--- config.mk ---
export PLATFORM = sky130hd
export DESIGN_NAME = spi_slave_regfile
export DESIGN_NICKNAME = d
export VERILOG_FILES = /design/src/rtl/spi_slave_pkg.sv /design/src/rtl/spi_slave_sync.sv /design/src/rtl/spi_slave_regfile.sv
export SDC_FILE = /design/constraint.sdc
export NUM_CORES = 1
export LEC_CHECK = 0
export CORE_ASPECT_RATIO = 0.9
export CORE_MARGIN = 2
export CORE_UTILIZATION = 40
export DETAILED_ROUTE_END_ITERATION = 16
export GPL_TIMING_DRIVEN = 1
export SLEW_MARGIN = 20
export SYNTH_ARGS = -nofsm -noshare
export SYNTH_HDL_FRONTEND = slang
export SYNTH_SLANG_ARGS = --single-unit
--- constraint.sdc ---
create_clock -name pclk_i -period 6.69 [get_ports pclk_i]
set_input_delay 1.338 -clock pclk_i [delete_from_list [all_inputs] [get_ports pclk_i]]
set_output_delay 1.338 -clock pclk_i [all_outputs]
set_load 0.005 [all_outputs]
--- src/rtl/spi_slave_pkg.sv ---
// Shared constants and FSM state encoding for the SPI responder register bank.
package spi_slave_pkg;

  localparam int CMD_W    = 4;
  localparam int ADDR_W   = 4;
  localparam int NUM_REGS = 1 << ADDR_W;

  localparam logic [CMD_W-1:0] CMD_WRITE = 4'b1011;
  localparam logic [CMD_W-1:0] CMD_READ  = 4'b1010;

  typedef enum logic [2:0] {
    ST_IDLE   = 3'd0,
    ST_CMD    = 3'd1,
    ST_ADDR   = 3'd2,
    ST_DATA   = 3'd3,
    ST_IGNORE = 3'd4
  } state_e;

endpackage

--- src/rtl/spi_slave_sync.sv ---
// Multi-stage synchroniser for the SPI pins plus edge detection of synced SCK and CS.
module spi_slave_sync #(
  parameter int SYNC_STAGES = 2
) (
  input  logic clk,
  input  logic rst_n,
  input  logic sck,
  input  logic cs_n,
  input  logic sdi,
  output logic sdi_s,
  output logic sck_rise,
  output logic sck_fall,
  output logic cs_rise,
  output logic cs_fall
);

  logic [SYNC_STAGES-1:0] sck_sync_reg;
  logic [SYNC_STAGES-1:0] cs_sync_reg;
  logic [SYNC_STAGES-1:0] sdi_sync_reg;
  logic                   sck_d_reg;
  logic                   cs_d_reg;
  logic                   sck_s;
  logic                   cs_s;

  // CS idles high so its chain resets to 1; a spurious CS edge never appears after reset.
  always_ff @(posedge clk or negedge rst_n) begin
    if (!rst_n) begin
      sck_sync_reg <= '0;
      cs_sync_reg  <= '1;
      sdi_sync_reg <= '0;
      sck_d_reg    <= 1'b0;
      cs_d_reg     <= 1'b1;
    end else begin
      sck_sync_reg <= {sck_sync_reg[SYNC_STAGES-2:0], sck};
      cs_sync_reg  <= {cs_sync_reg[SYNC_STAGES-2:0], cs_n};
      sdi_sync_reg <= {sdi_sync_reg[SYNC_STAGES-2:0], sdi};
      sck_d_reg    <= sck_s;
      cs_d_reg     <= cs_s;
    end
  end

  assign sck_s    = sck_sync_reg[SYNC_STAGES-1];
  assign cs_s     = cs_sync_reg[SYNC_STAGES-1];
  assign sdi_s    = sdi_sync_reg[SYNC_STAGES-1];
  assign sck_rise = sck_s & ~sck_d_reg;
  assign sck_fall = ~sck_s & sck_d_reg;
  assign cs_rise  = cs_s & ~cs_d_reg;
  assign cs_fall  = ~cs_s & cs_d_reg;

endmodule

--- src/rtl/spi_slave_regfile.sv ---
// SPI mode-0 responder with a 16-entry register bank, all logic in the pclk domain.
// Define SPI_SLAVE_READBACK_EN to enable READ frames (SDO shift-out); otherwise READ is an invalid command.
module spi_slave_regfile
  import spi_slave_pkg::*;
#(
  parameter int DATA_W      = 16,
  parameter int SYNC_STAGES = 2
) (
  input  logic              pclk_i,
  input  logic              rst_n_i,
  input  logic              spi_clk_i,
  input  logic              spi_cs_n_i,
  input  logic              spi_sdi_i,
  output logic              spi_sdo_o,
  output logic              spi_sdo_oe_o,
  input  logic [ADDR_W-1:0] reg_raddr_i,
  output logic [DATA_W-1:0] reg_rdata_o,
  output logic              wr_strobe_o,
  output logic [ADDR_W-1:0] wr_addr_o,
  output logic [DATA_W-1:0] wr_data_o,
  output logic              frame_err_o
);

  localparam int CNT_W = $clog2(DATA_W + 1);
  localparam logic [CNT_W-1:0] LAST_NIB  = CNT_W'(CMD_W - 1);
  localparam logic [CNT_W-1:0] LAST_DATA = CNT_W'(DATA_W - 1);

  logic sdi_s, sck_rise, sck_fall, cs_rise, cs_fall;

  spi_slave_sync #(.SYNC_STAGES(SYNC_STAGES)) u_sync (
    .clk      (pclk_i),
    .rst_n    (rst_n_i),
    .sck      (spi_clk_i),
    .cs_n     (spi_cs_n_i),
    .sdi      (spi_sdi_i),
    .sdi_s    (sdi_s),
    .sck_rise (sck_rise),
    .sck_fall (sck_fall),
    .cs_rise  (cs_rise),
    .cs_fall  (cs_fall)
  );

  state_e            state_reg;
  logic [CNT_W-1:0]  bit_cnt_reg;
  logic [CMD_W-1:0]  cmd_sh_reg;
  logic [ADDR_W-1:0] addr_sh_reg;
  logic [DATA_W-1:0] data_sh_reg;
  logic              is_read_reg;
  logic              bad_cmd_reg;
  logic [DATA_W-1:0] bank [NUM_REGS];

  logic [CMD_W-1:0]  cmd_next;
  logic [ADDR_W-1:0] addr_next;
  logic [DATA_W-1:0] data_next;
  logic              cmd_rd;
  logic              cmd_ok;
  logic              commit;

  assign cmd_next  = {cmd_sh_reg[CMD_W-2:0], sdi_s};
  assign addr_next = {addr_sh_reg[ADDR_W-2:0], sdi_s};
  assign data_next = {data_sh_reg[DATA_W-2:0], sdi_s};

`ifdef SPI_SLAVE_READBACK_EN
  assign cmd_rd = (cmd_next == CMD_READ);
`else
  assign cmd_rd = 1'b0;
`endif
  assign cmd_ok = (cmd_next == CMD_WRITE) || cmd_rd;

  assign commit = !cs_rise && (state_reg == ST_DATA) && sck_rise &&
                  (bit_cnt_reg == LAST_DATA) && !is_read_reg;

  always_ff @(posedge pclk_i or negedge rst_n_i) begin
    if (!rst_n_i) begin
      state_reg   <= ST_IDLE;
      bit_cnt_reg <= '0;
      cmd_sh_reg  <= '0;
      addr_sh_reg <= '0;
      data_sh_reg <= '0;
      is_read_reg <= 1'b0;
      bad_cmd_reg <= 1'b0;
      wr_strobe_o <= 1'b0;
      wr_addr_o   <= '0;
      wr_data_o   <= '0;
      frame_err_o <= 1'b0;
    end else begin
      wr_strobe_o <= 1'b0;
      frame_err_o <= 1'b0;
      if (cs_rise) begin
        // A frame that ended before its data completed, or that carried a bad command, is flagged.
        frame_err_o <= (state_reg inside {ST_CMD, ST_ADDR, ST_DATA}) ||
                       ((state_reg == ST_IGNORE) && bad_cmd_reg);
        state_reg   <= ST_IDLE;
        bit_cnt_reg <= '0;
        is_read_reg <= 1'b0;
        bad_cmd_reg <= 1'b0;
      end else begin
        case (state_reg)
          ST_IDLE: begin
            if (cs_fall) begin
              state_reg   <= ST_CMD;
              bit_cnt_reg <= '0;
            end
          end
          ST_CMD: begin
            if (sck_rise) begin
              cmd_sh_reg <= cmd_next;
              if (bit_cnt_reg == LAST_NIB) begin
                bit_cnt_reg <= '0;
                if (cmd_ok) begin
                  state_reg   <= ST_ADDR;
                  is_read_reg <= cmd_rd;
                end else begin
                  state_reg   <= ST_IGNORE;
                  bad_cmd_reg <= 1'b1;
                end
              end else begin
                bit_cnt_reg <= bit_cnt_reg + CNT_W'(1);
              end
            end
          end
          ST_ADDR: begin
            if (sck_rise) begin
              addr_sh_reg <= addr_next;
              if (bit_cnt_reg == LAST_NIB) begin
                bit_cnt_reg <= '0;
                state_reg   <= ST_DATA;
              end else begin
                bit_cnt_reg <= bit_cnt_reg + CNT_W'(1);
              end
            end
          end
          ST_DATA: begin
            if (sck_rise) begin
              data_sh_reg <= data_next;
              if (bit_cnt_reg == LAST_DATA) begin
                bit_cnt_reg <= '0;
                state_reg   <= ST_IGNORE;
                if (!is_read_reg) begin
                  wr_strobe_o <= 1'b1;
                  wr_addr_o   <= addr_sh_reg;
                  wr_data_o   <= data_next;
                end
              end else begin
                bit_cnt_reg <= bit_cnt_reg + CNT_W'(1);
              end
            end
          end
          ST_IGNORE: ;
          default: state_reg <= ST_IDLE;
        endcase
      end
    end
  end

  for (genvar gi = 0; gi < NUM_REGS; gi++) begin : g_bank
    always_ff @(posedge pclk_i or negedge rst_n_i) begin
      if (!rst_n_i) begin
        bank[gi] <= '0;
      end else if (commit && (addr_sh_reg == ADDR_W'(gi))) begin
        bank[gi] <= data_next;
      end
    end
  end

  assign reg_rdata_o = bank[reg_raddr_i];

`ifdef SPI_SLAVE_READBACK_EN
  logic [DATA_W-1:0] rd_sh_reg;
  logic              oe_reg;
  logic              rd_load;

  assign rd_load = !cs_rise && (state_reg == ST_ADDR) && sck_rise &&
                   (bit_cnt_reg == LAST_NIB) && is_read_reg;

  // The fall right after the last address bit must not shift: the MSB is still owed to the master.
  always_ff @(posedge pclk_i or negedge rst_n_i) begin
    if (!rst_n_i) begin
      rd_sh_reg <= '0;
      oe_reg    <= 1'b0;
    end else if (cs_rise) begin
      rd_sh_reg <= '0;
      oe_reg    <= 1'b0;
    end else if (rd_load) begin
      rd_sh_reg <= bank[addr_next];
      oe_reg    <= 1'b1;
    end else if (oe_reg && (state_reg == ST_DATA)) begin
      if (sck_rise && (bit_cnt_reg == LAST_DATA)) begin
        rd_sh_reg <= '0;
        oe_reg    <= 1'b0;
      end else if (sck_fall && (bit_cnt_reg != '0)) begin
        rd_sh_reg <= {rd_sh_reg[DATA_W-2:0], 1'b0};
      end
    end
  end

  assign spi_sdo_o    = oe_reg & rd_sh_reg[DATA_W-1];
  assign spi_sdo_oe_o = oe_reg;
`else
  logic unused_sck_fall;
  assign unused_sck_fall = sck_fall;
  assign spi_sdo_o       = 1'b0;
  assign spi_sdo_oe_o    = 1'b0;
`endif

endmodule

## After elaboration in Yosys (flattened, before gate mapping)

Cells that the tools add are included.

| operators by class | value |
|---|---|
| add/subtract/negate cells | 1 |
| magnitude comparators | 1 |
| equality and inequality tests | 32 |
| muxes and demuxes | 36 |
| bitwise gates (word level) | 9 |
| reductions and logical operators | 41 |

Operators by type and width:

| cell | count |
|---|---|
| $bmux 16 s4 | 1 |
| $eq 4x4->1 const B | 9 |
| $mux 16 | 2 |
| $mux 5 | 6 |
| $mux 3 | 9 |
| $logic_and 1x1->1 | 21 |
| $eq 4x3->1 const B | 4 |
| $mux 1 | 16 |
| $pmux 3 s5 | 1 |
| $pmux 5 s3 | 1 |
| $ne 3x3->1 const B | 4 |
| $reduce_and 4->1 | 3 |
| $ne 3x2->1 const B | 3 |
| $reduce_and 3->1 | 3 |
| $eq 4x2->1 const B | 2 |
| $reduce_and 8->1 | 1 |
| $reduce_bool 2->1 | 4 |
| $eq 3x2->1 const B | 2 |
| $add 5x1->5 const B | 1 |
| $eq 5x2->1 const B | 1 |
| $eq 5x4->1 const B | 1 |
| $ge 5x5->1 const B | 1 |
| $not 1->1 | 5 |
| $not 4->5 | 1 |
| 14 further kinds | 18 |

| storage, ports and cells | value |
|---|---|
| flip-flop bits (word level) | 318 |
| input port bits | 9 |
| output and inout bits | 40 |
| word-level logic and storage cells | 152 |

## Longest topological paths before layout

Gate-level depths: netlist of run 1.

| depth | value |
|---|---|
| depth after elaboration | 8 |
| mapped depth | 9 |
| gate-level depth less buffers | 7 |

## Cells and area by module

From an unflattened synthesis of run 1, not the netlist that was laid out.

| second synthesis, totals | value |
|---|---|
| cells, all modules | 916 |
| area total of the unflattened synthesis | 14490.1 µm² |

By module, submodules not included:

| module | times used | cells an instance | area an instance (µm²) | sequential area each (µm²) |
|---|---|---|---|---|
| spi_slave_regfile | 1 | 904 | 14251.2 | 7732.4 |
| spi_slave_sync | 1 | 12 | 239.0 | 203.9 |

## Worst setup path before layout of run 1

Ideal clock, no wire load.

| path | value |
|---|---|
| kind | input -> output |
| from | input reg_raddr_i[0] |
| to | output reg_rdata_o[12] |
| arrival | 3.074 ns |
| data required time | 5.352 ns |
| slack | 2.278 ns |
| stages | 5 |
| path buffers | 2 |
| cells stage by stage | clkbuf_1 buf_1 mux4_2 a22oi_1 nand2_1 |

| on the way | value |
|---|---|
| longest elaborated chain between the ends | 4 |

RTL lines:

| item | RTL line | text |
|---|---|---|
| start, declared | spi_slave_regfile.sv:16 | `input logic [ADDR_W-1:0] reg_raddr_i,` |
| $not 4->5 (implied by the code) | spi_slave_regfile.sv:166 | `assign reg_rdata_o = bank[reg_raddr_i];` |
| $bmux 16 s4 | spi_slave_regfile.sv:166 |  |
| $mux 16 (implied by the code) (2 in series) | spi_slave_regfile.sv:166 |  |
| end, declared | spi_slave_regfile.sv:17 | `output logic [DATA_W-1:0] reg_rdata_o,` |

No other way between the ends. The select of a mux whose other input is x is not followed.

## Final worst setup path of run 1

| path | value |
|---|---|
| from | input reg_raddr_i[0] |
| to | output reg_rdata_o[14] |

Same word-level chain as after synthesis.

==> key figures, run 1 <==
Outcome
  – Outcome: finished, final reports clean

Synth
  – Post-synth ARST share: 100%
  – Simple-Gate Fraction of Synth Area: 4.30%
  – Yosys warns: 0
  – Top_reg_cell synth: dfrtp_1
  – Syn Inst Count: 921
  – Average cell area after synthesis: 15.7 sq um
  – Seq/Total Area, Yosys: 54.9%
  – Yosys cell types: 52
  – Post-synth EDFFs: 0
  – XOR/XNOR Fraction of Synth Area: 0.0606%
  – Compound-Gate Fraction of Synth Area: 2.63%
  – Main combinational cell family by area after synthesis: multiplexers
  – Mux contribution to synthesized area: 34.6%
  – #FFs+latches synth: 317
  – Synthesized cell area: 14400 sq um
  – Synth Area in Adders: 0.329%

Floorplan
  – Number of cell rows: 66
  – Die Wd: 204 um
  – Starting density of the core: 40.3%
  – Total core area: 35800 sq um
  – Die footprint: 37700 sq um
  – Die height: 184 um
  – Io pins: 49

Clock tree
  – Inserted Clock Buffers: 36
  – Maximum clock insertion buffer count: 3
  – CTS tree: done
  – H-tree depth: 2
  – Post-CTS Setup Inserts: 0
  – Cts repair resizes: 0
  – CTS Hold Bufs: 0
  – CTS clk-pin slew, worst paths: 50 ps
  – Clk_lat worst skew: 520 ps
  – Clk root buf: clkbuf_16
  – CTS sink cnt: 317

Power and ir drop
  – Seq pwr share: 47.0%
  – P_sw: 879 uW
  – Total internal power: 3250 uW
  – PwrDens: 249 nW/um^2
  – Total chip power: 4130 uW
  – Switch share: 21.3%
  – Comb power frac: 3.1%
  – Clock share of power: 49.9%
  – Peak supply drop: 0.000138 V
  – Leakage power: 0.00803 uW

Placed design
  – DP HPWL: 19600 um
  – I/O Buffers: 46
  – Placed Cells: 1379
  – Routability Congestion: 0.740

STA
  – Slew Limit Fails: 0
  – RSZ-0062 raised after global routing: no
  – Slew margin rel.: 36.3%
  – Final setup TNS: 0 ps
  – Final setup violating endpoints: 0
  – Worst Skew: 16.9 ps
  – Slew of the pin with the lowest slew margin: 956 ps
  – Final Hold Fails: 0
  – Crit share post-route: 74.2%
  – F_max: 201 MHz
  – Min cycle time layout: 4960 ps

Global route
  – Largest net degree at the start of global routing: 132
  – First-pass GRT wire length: 52600 um
  – Vias in the first global route: 8340
  – Initial antenna violation count: 0
  – Total gr overflow: 0
  – GRT Total Usage: 18.4%

Routing
  – WL met1: 15400 um
  – Met2 wire length: 16100 um
  – Antenna-violating nets left: 0
  – First-pass DRT Iterations: 4
  – Drt via density: 5.46
  – DR WL met3: 1470 um
  – DRC: 0
  – Initial DRC Count: 496
  – Routed wire length: 33500 um
  – Routed WL per cell: 23.2 um
  – Vias post-DR: 7884
  – Top sig layer: met4

Job
  – Max Cap Viol: 0

Hold path
  – Hold Crit Start: u_sync.sdi_sync_reg[0]$_DFF_PN0_
  – Hold WC Path Type: reg2reg
  – Worst hold path endpoint: u_sync.sdi_sync_reg[1]$_DFF_PN0_
  – WHS Path Cells: 0

Worst setup path
  – Setup crit end kind: output pin
  – Reg2reg path depth: 7
  – Kind of critical path: in2out
  – Crit path launch type: input pin
  – Worst R2R Setup Slack: 2550 ps
  – Reg2reg end: bank[221]$_DFFE_PN0P_
  – Worst r2r src: u_sync.cs_d_reg$_DFF_PN1_
  – Critical Path AT: 3630 ps
  – Req. time, crit path: 5350 ps
  – CP max FO: 23

Final layout
  – Util after Layout: 46.2%
  – Max reg flops: 256
  – Nets: 953
  – ANT cells: 0
  – Share of cells above drive strength 1: 48.0%
  – Finished Layout Cells: 1445
  – Area Growth Syn to Fin: 14.6%
## final cells by class
| class | count | area, sq um |
|---|---|---|
| Fill cell | 3156 | 19300 |
| Sequential cell | 317 | 7940 |
| Multi-Input combinational cell | 509 | 6070 |
| Clock buffer | 52 | 1040 |
| Timing Repair Buffer | 73 | 693 |
| Tap cell | 476 | 596 |
| Clock inverter | 14 | 205 |
| Inverter | 4 | 15.0 |
## power by group through the flow
| stage | Sequential [uW] | Combinational [uW] | Clock (uW) |
|---|---|---|---|
| after floorplan | 1970 | 66.7 | 0 |
| after global placement | 1980 | 129 | 0 |
| after detailed placement | 1980 | 131 | 0 |
| after CTS | 1940 | 131 | 2110 |
| after global routing | 1940 | 142 | 2190 |
| final | 1940 | 127 | 2060 |
## worst max-delay path by stage
stage / depth (start not counted) / start / slack (ps) / end
finish: 6 / reg_raddr_i[0] / 1730 / reg_rdata_o[14]
global route: 6 / reg_raddr_i[0] / 1580 / reg_rdata_o[6]
CTS: 6 / reg_raddr_i[0] / 1680 / reg_rdata_o[6]
detailed placement: 6 / reg_raddr_i[0] / 1670 / reg_rdata_o[6]
global placement: 6 / reg_raddr_i[0] / 1690 / reg_rdata_o[7]
floorplan: 5 / reg_raddr_i[0] / 2280 / reg_rdata_o[12]
## critical path: stages
cell and delay [ps]:
buf_4 390, buf_4 360, mux4_2 530, a22oi_1 350, nand2_1 160, clkdlybuf4s50_1 470
## per-stage QoR
stage | setup WS (ps) | area [sq um] | hold WS [ps]
after floorplan | 2280 | 14500 | 331
after global placement | 1690 | 15300 | 334
after detailed placement | 1670 | 15300 | 337
after CTS | 1680 | 16600 | 350
after global routing | 1580 | 16600 | 353
final | 1730 | 16600 | 348
## layer usage
metal | GRT usage [%] | vias to the layer above
met5 | 0 | -
met4 | 4.38 | 0
met3 | 2.85 | 43
met2 | 29.5 | 148
met1 | 26.4 | 4253
li1 | - | 3440
## kinds of logic (layout without fill, tap and decap cells)
logic type               count (synthesis)  count (layout)
flip-flops                             317             317
buffers and inverters                   96             143
multiplexers                           363             363
AO/OA/AOI/OAI                           53              53
AND/OR/NAND/NOR                         86              86
adder cells (fa/ha/maj)                  4               4
XOR/XNOR                                 1               1
other                                    1               2
## cells in the final DEF (no fill, tap or decap), types with 3 or more instances in the layout
cell               n
o21ai_0            6
nor2_1             6
and2_1             3
nor2b_1            3
mux2_4            50
nand2_1           26
clkdlybuf4s50_1   43
or4_1              5
dfrtp_1          314
a21oi_1            3
mux4_2            64
clkinv_2           6
a31oi_1            3
clkbuf_8           6
buf_4             25
nor3_4             8
bufinv_16          5
inv_1              4
or3_1              3
nand2b_1           7
nand3_1            4
or2_2              3
a22oi_1           32
clkbuf_1           9
ha_1               3
mux2_1             6
clkbuf_16         37
dfstp_2            3
mux2_2           242
## cell usage after synthesis, types with 2 or more instances
master,n,area share (%)
a21oi_1,3,0.10
a22oi_1,32,1.7
a31oi_1,3,0.13
a32o_1,2,0.14
and2_1,3,0.13
buf_1,22,0.57
buf_2,11,0.38
buf_4,10,0.52
buf_6,6,0.47
clkbuf_1,43,1.1
dfrtp_1,314,54
dfstp_2,3,0.55
ha_1,3,0.26
inv_1,4,0.10
mux2_1,6,0.47
mux2_2,242,19
mux2_4,50,5.2
mux4_2,64,10
nand2_1,26,0.68
nand2b_1,7,0.30
nand3_1,4,0.14
nand3b_1,2,0.10
nand4b_1,2,0.12
nor2_1,7,0.18
nor2b_1,4,0.17
nor3_4,7,0.79
nor4_4,2,0.29
o21ai_0,6,0.21
o2bb2ai_1,2,0.12
or2_2,3,0.13
or3_1,3,0.13
or4_1,5,0.26
Power figures use the tool's default switching activity.
==> run 2: changes to the inputs <==
==> constraint.sdc (replaced) <==
create_clock -name pclk_i -period 4.7 [get_ports pclk_i]
set_input_delay 0.94 -clock pclk_i [delete_from_list [all_inputs] [get_ports pclk_i]]
set_output_delay 0.94 -clock pclk_i [all_outputs]
set_load 0.005 [all_outputs]
==> run 2 against run 1 <==
Against the previous run:
- hold slack lost 2.7 ps
- first-iteration DRC count shrank 18%
- count of clock-buffer cells in the layout increased by 1
- global-route usage decreased by 0.27 points
- total power is 37% higher
- sequential power up 43%
- final cell count up 0.21%
==> key figures, run 2 (synthesized netlist as in run 1, its figures left out) <==
Final layout
  – Commonest non-fill, non-tap cell in the layout: dfrtp_1
  – Post-Layout Inst Area: 16600 sq um
  – Area Growth Syn to Fin: 14.6%
  – Util after Layout: 46.2%
  – Max reg flops: 256
  – Share of cells above drive strength 1: 48.4%
  – ANT cells: 0
  – Most frequent cells in the layout: dfrtp_1 (314), mux2_2 (242), mux4_2 (64), mux2_4 (50), clkdlybuf4s50_1 (43)
  – Nets: 960

Placed design
  – Placed inst area: 15400 sq um
  – DP HPWL: 19100 um
  – I/O Buffers: 46
  – Routability Congestion: 0.731

Job
  – Max Cap Viol: 0

Power and ir drop
  – Comb power frac: 3.3%
  – Seq pwr share: 48.8%
  – Total internal power: 4450 uW
  – Peak supply drop: 0.000212 V
  – Leakage power: 0.00804 uW
  – Switch share: 21.5%
  – Clock share of power: 47.9%
  – PwrDens: 342 nW/um^2
  – P_sw: 1220 uW

Worst setup path
  – CP max FO: 25
  – Req. time, crit path: 3760 ps
  – CP cell instances: buf_2, buf_12, mux4_2, a22oi_1, nand2_1, clkdlybuf4s50_1
  – Kind of critical path: in2out
  – Critical Path AT: 2940 ps
  – Crit path launch type: input pin
  – Setup crit end kind: output pin
  – Reg2reg path depth: 9
  – Family with the most delay on the worst path: buffers and inverters
  – Worst path depth: 6
  – WP buf/inv: 3
  – CP max stage cell: buf_2
  – Max incr delay on CP: 480 ps

Floorplan
  – Total core area: 35800 sq um
  – Starting density of the core: 40.3%
  – Die Wd: 204 um
  – Die height: 184 um
  – Number of cell rows: 66
  – Io pins: 49
  – Die footprint: 37700 sq um

Clock tree
  – CTS Hold Bufs: 0
  – Clk root buf: clkbuf_16
  – H-tree depth: 2
  – CTS clk-pin slew, worst paths: 50 ps
  – Clk_lat worst skew: 520 ps
  – CTS tree: done
  – Inserted Clock Buffers: 36
  – Cts repair resizes: 0
  – CTS sink cnt: 317
  – Maximum clock insertion buffer count: 3
  – Post-CTS Setup Inserts: 0

STA
  – Slew Limit Fails: 0
  – Slew margin rel.: 41.5%
  – Min cycle time layout: 3880 ps
  – Final Hold Fails: 0
  – Slew of the pin with the lowest slew margin: 878 ps
  – Final setup violating endpoints: 0
  – F_max: 258 MHz
  – Crit share post-route: 82.6%
  – Worst Skew: 16.3 ps
  – Final setup TNS: 0 ps
  – RSZ-0062 raised after global routing: no

Routing
  – First-pass DRT Iterations: 4
  – DRC: 0
  – Vias post-DR: 7895
  – Initial DRC Count: 405
  – Routed wire length: 32800 um
  – Routed WL per cell: 22.7 um
  – Drt via density: 5.45
  – Antenna-violating nets left: 0

Hold path
  – WHS Path Cells: 0
  – Hold WC Path Type: reg2reg

Global route
  – Vias in the first global route: 8238
  – Total gr overflow: 0
  – GRT Total Usage: 18.1%
  – First-pass GRT wire length: 51500 um
  – Initial antenna violation count: 0
  – Largest net degree at the start of global routing: 114

Outcome
  – Outcome: finished, final reports clean
## run 2: changes by cell type in the layout (fill, tap and decap cells not counted)
cell        change
clkinvlp_4      -1
clkbuf_8        +3
bufinv_16       -4
buf_8           -1
buf_4           +4
buf_12          +4
clkbuf_1        -2
## run 2: power by group through the flow
stage	Combinational [uW]	Sequential, uW	Clock [uW]
floorplan	95.0	2800	0
global placement	192	2810	0
detailed placement	193	2810	0
CTS	193	2760	2780
global route	210	2770	2900
finish	187	2770	2710
## run 2: layout make-up
| class | count | area (sq um) |
|---|---|---|
| repair buffers | 80 | 788 |
| fillers | 3128 | 19300 |
| well taps | 476 | 596 |
| multi-input cells | 509 | 6070 |
| flip-flops and latches | 317 | 7940 |
| clock inverters | 9 | 77.6 |
| inverters | 4 | 15.0 |
| clock buffers | 53 | 1080 |
## run 2: per-layer routing
| metal | vias to the layer above | global-route usage, % | wire length, um |
|---|---|---|---|
| met3 | 42 | 3.18 | 1330 |
| met2 | 153 | 29.4 | 15700 |
| met4 | 0 | 4.12 | 585 |
| li1 | 3450 | - | - |
| met1 | 4250 | 25.6 | 15200 |
| met5 | - | 0 | 0 |
## run 2: final timing paths
check	from	endpoint	slack [ps]
min	u_sync.sck_sync_reg[0]$_DFF_PN0_	u_sync.sck_sync_reg[1]$_DFF_PN0_	350
min in group asynchronous	rst_n_i	cmd_sh_reg[1]$_DFFE_PN0P_	500
max in group asynchronous	rst_n_i	bank[245]$_DFFE_PN0P_	3120
max reg2reg	u_sync.cs_d_reg$_DFF_PN1_	bank[216]$_DFFE_PN0P_	1430
max	reg_raddr_i[1]	reg_rdata_o[13]	820
min reg2reg	u_sync.sck_sync_reg[0]$_DFF_PN0_	u_sync.sck_sync_reg[1]$_DFF_PN0_	350
## run 2: worst reg2reg max path, stage by stage (launching register included)
cell	delay [ps]
dfstp_2	510
inv_1	30
ha_1	320
nor4b_4	280
buf_4	200
nand4_4	100
buf_4	270
or4_1	770
buf_4	350
mux2_4	340
## run 2: stage by stage
step / worst slack (ps) / hold WS, ps / total power (uW) / instances
2_1_floorplan: 1080 / 331 / 2900 / 922
3_3_place_gp: 853 / 335 / 3000 / 1386
3_5_place_dp: 845 / 335 / 3010 / 1386
4_1_cts: 838 / 346 / 5740 / 1448
5_1_grt: 744 / 352 / 5880 / 1448
6_report: 820 / 345 / 5670 / 1448
==> run 3: changes to the inputs <==
==> constraint.sdc (replaced) <==
create_clock -name pclk_i -period 4.06 [get_ports pclk_i]
set_input_delay 0.812 -clock pclk_i [delete_from_list [all_inputs] [get_ports pclk_i]]
set_output_delay 0.812 -clock pclk_i [all_outputs]
set_load 0.005 [all_outputs]
==> run 3 against run 2 <==
Against the previous run:
- count of clock-buffer cells in the layout increased by 2
- sequential power increased by 16%
- sequential share of layout area decreased by 0.37 points
- register-to-register slack got worse by 460 ps
- critical path type unchanged
- highest routed layer unchanged
==> key figures, run 3 (synthesized netlist as in run 1, its figures left out) <==
Routing
  – Routed wire length: 33300 um
  – DRC: 0
  – Antenna-violating nets left: 0
  – Drt via density: 5.41
  – Routed WL per cell: 22.9 um
  – Vias post-DR: 7860
  – First-pass DRT Iterations: 4
  – Initial DRC Count: 500

STA
  – F_max: 286 MHz
  – Worst Skew: 26.1 ps
  – Slew Limit Fails: 0
  – Min cycle time layout: 3500 ps
  – Final Hold Fails: 0
  – Final setup violating endpoints: 0
  – Crit share post-route: 86.2%
  – Final setup TNS: 0 ps
  – RSZ-0062 raised after global routing: no
  – Slew of the pin with the lowest slew margin: 918 ps
  – Slew margin rel.: 38.8%

Final layout
  – Number of fill cells in the layout: 3103
  – Nets: 960
  – Share of cells above drive strength 1: 48.4%
  – Most frequent cells in the layout: dfrtp_1 (314), mux2_2 (242), mux4_2 (64), mux2_4 (50), clkdlybuf4s50_1 (43)
  – ANT cells: 0
  – Max reg flops: 256
  – Reg area: 7940 sq um
  – Area taken by multi-input logic gates: 6070 sq um
  – Area Growth Syn to Fin: 15.5%
  – Commonest non-fill, non-tap cell in the layout: dfrtp_1

Global route
  – Vias in the first global route: 8245
  – First-pass GRT wire length: 52100 um
  – Total gr overflow: 0
  – Initial antenna violation count: 0
  – GRT Total Usage: 18.3%
  – Largest net degree at the start of global routing: 82

Worst setup path
  – Reg2reg end: bank[104]$_DFFE_PN0P_
  – Crit path launch type: input pin
  – Worst r2r src: u_sync.cs_d_reg$_DFF_PN1_
  – Max incr delay on CP: 540 ps
  – Setup crit end kind: output pin
  – Family with the most delay on the worst path: buffers and inverters
  – CP Launch Point: reg_raddr_i[0]
  – Reg2reg path depth: 8
  – CP max FO: 35
  – Req. time, crit path: 3250 ps
  – Kind of critical path: in2out
  – CP cell instances: buf_4, buf_12, mux4_2, a22oi_1, nand2_1, clkdlybuf4s50_1
  – Worst R2R Setup Slack: 970 ps
  – Critical Path AT: 2690 ps
  – CP max stage cell: mux4_2
  – WP buf/inv: 3

Clock tree
  – Clk root buf: clkbuf_16
  – Cts repair resizes: 0
  – Maximum clock insertion buffer count: 3
  – CTS Hold Bufs: 0
  – CTS tree: done
  – Clk_lat worst skew: 530 ps
  – Inserted Clock Buffers: 36
  – CTS sink cnt: 317
  – H-tree depth: 2
  – CTS clk-pin slew, worst paths: 60 ps
  – Post-CTS Setup Inserts: 0

Outcome
  – Outcome: finished, final reports clean

Hold path
  – Hold WC Path Type: in2async

Floorplan
  – Io pins: 49
  – Die height: 184 um
  – Number of cell rows: 66
  – Starting density of the core: 40.3%
  – Total core area: 35800 sq um
  – Die footprint: 37700 sq um
  – Die Wd: 204 um

Placed design
  – Routability Congestion: 0.754
  – DP HPWL: 18800 um
  – I/O Buffers: 46

Power and ir drop
  – Leakage power: 0.00809 uW
  – PwrDens: 411 nW/um^2
  – Total chip power: 6860 uW
  – Peak supply drop: 0.000224 V

Job
  – Max Cap Viol: 0
run 3: power breakdown:
group | switching, uW | internal, uW | total, uW | leakage (uW)
sequential | 20.4 | 3180 | 3200 | 0.00440
clock | 1320 | 2120 | 3450 | 0.000620
combinational | 141 | 75.6 | 217 | 0.00307
run 3: cell type report:
class,count,share of cell area (%)
clock buffers,55,6.56
clock inverters,11,1.06
inverters,4,0.0900
multi-input cells,509,36.4
flip-flops and latches,317,47.6
well taps,476,3.57
repair buffers,80,4.80
run 3: worst max-delay path by stage:
stage / end / slack, ps / cells past startpoint
after detailed placement: reg_rdata_o[7] / 530 / 6
after global placement: reg_rdata_o[13] / 550 / 6
after CTS: reg_rdata_o[7] / 520 / 6
final: reg_rdata_o[13] / 560 / 6
after global routing: reg_rdata_o[13] / 450 / 6
after floorplan: reg_rdata_o[12] / 700 / 5
run 3: worst register-to-register path: stages, from the launching register on:
cell     delay (ps)
dfstp_2         510
inv_1            30
ha_1            310
nor4b_4         480
nand4_4         380
buf_4           330
nor3_4          180
buf_4           380
mux2_2          390
run 3: through the flow:
step / instances / setup WS, ps / instance area, sq um / util (%) / hold WS, ps
after floorplan: 922 / 700 / 14500 / - / 331
after global placement: 1386 / 551 / 15400 / 43.0 / 332
after detailed placement: 1386 / 528 / 15400 / 43.0 / 336
after CTS: 1452 / 520 / 16700 / 46.6 / 305
after global routing: 1452 / 447 / 16700 / 46.6 / 328
final: 1452 / 561 / 16700 / 46.6 / 275
run 3: routing by layer:
layer	up-vias	wire (um)	global-route usage, %
li1	3456	-	-
met1	4238	15900	26.6
met2	119	15600	28.8
met3	47	1190	2.81
met4	0	591	4.81
met5	-	0	0
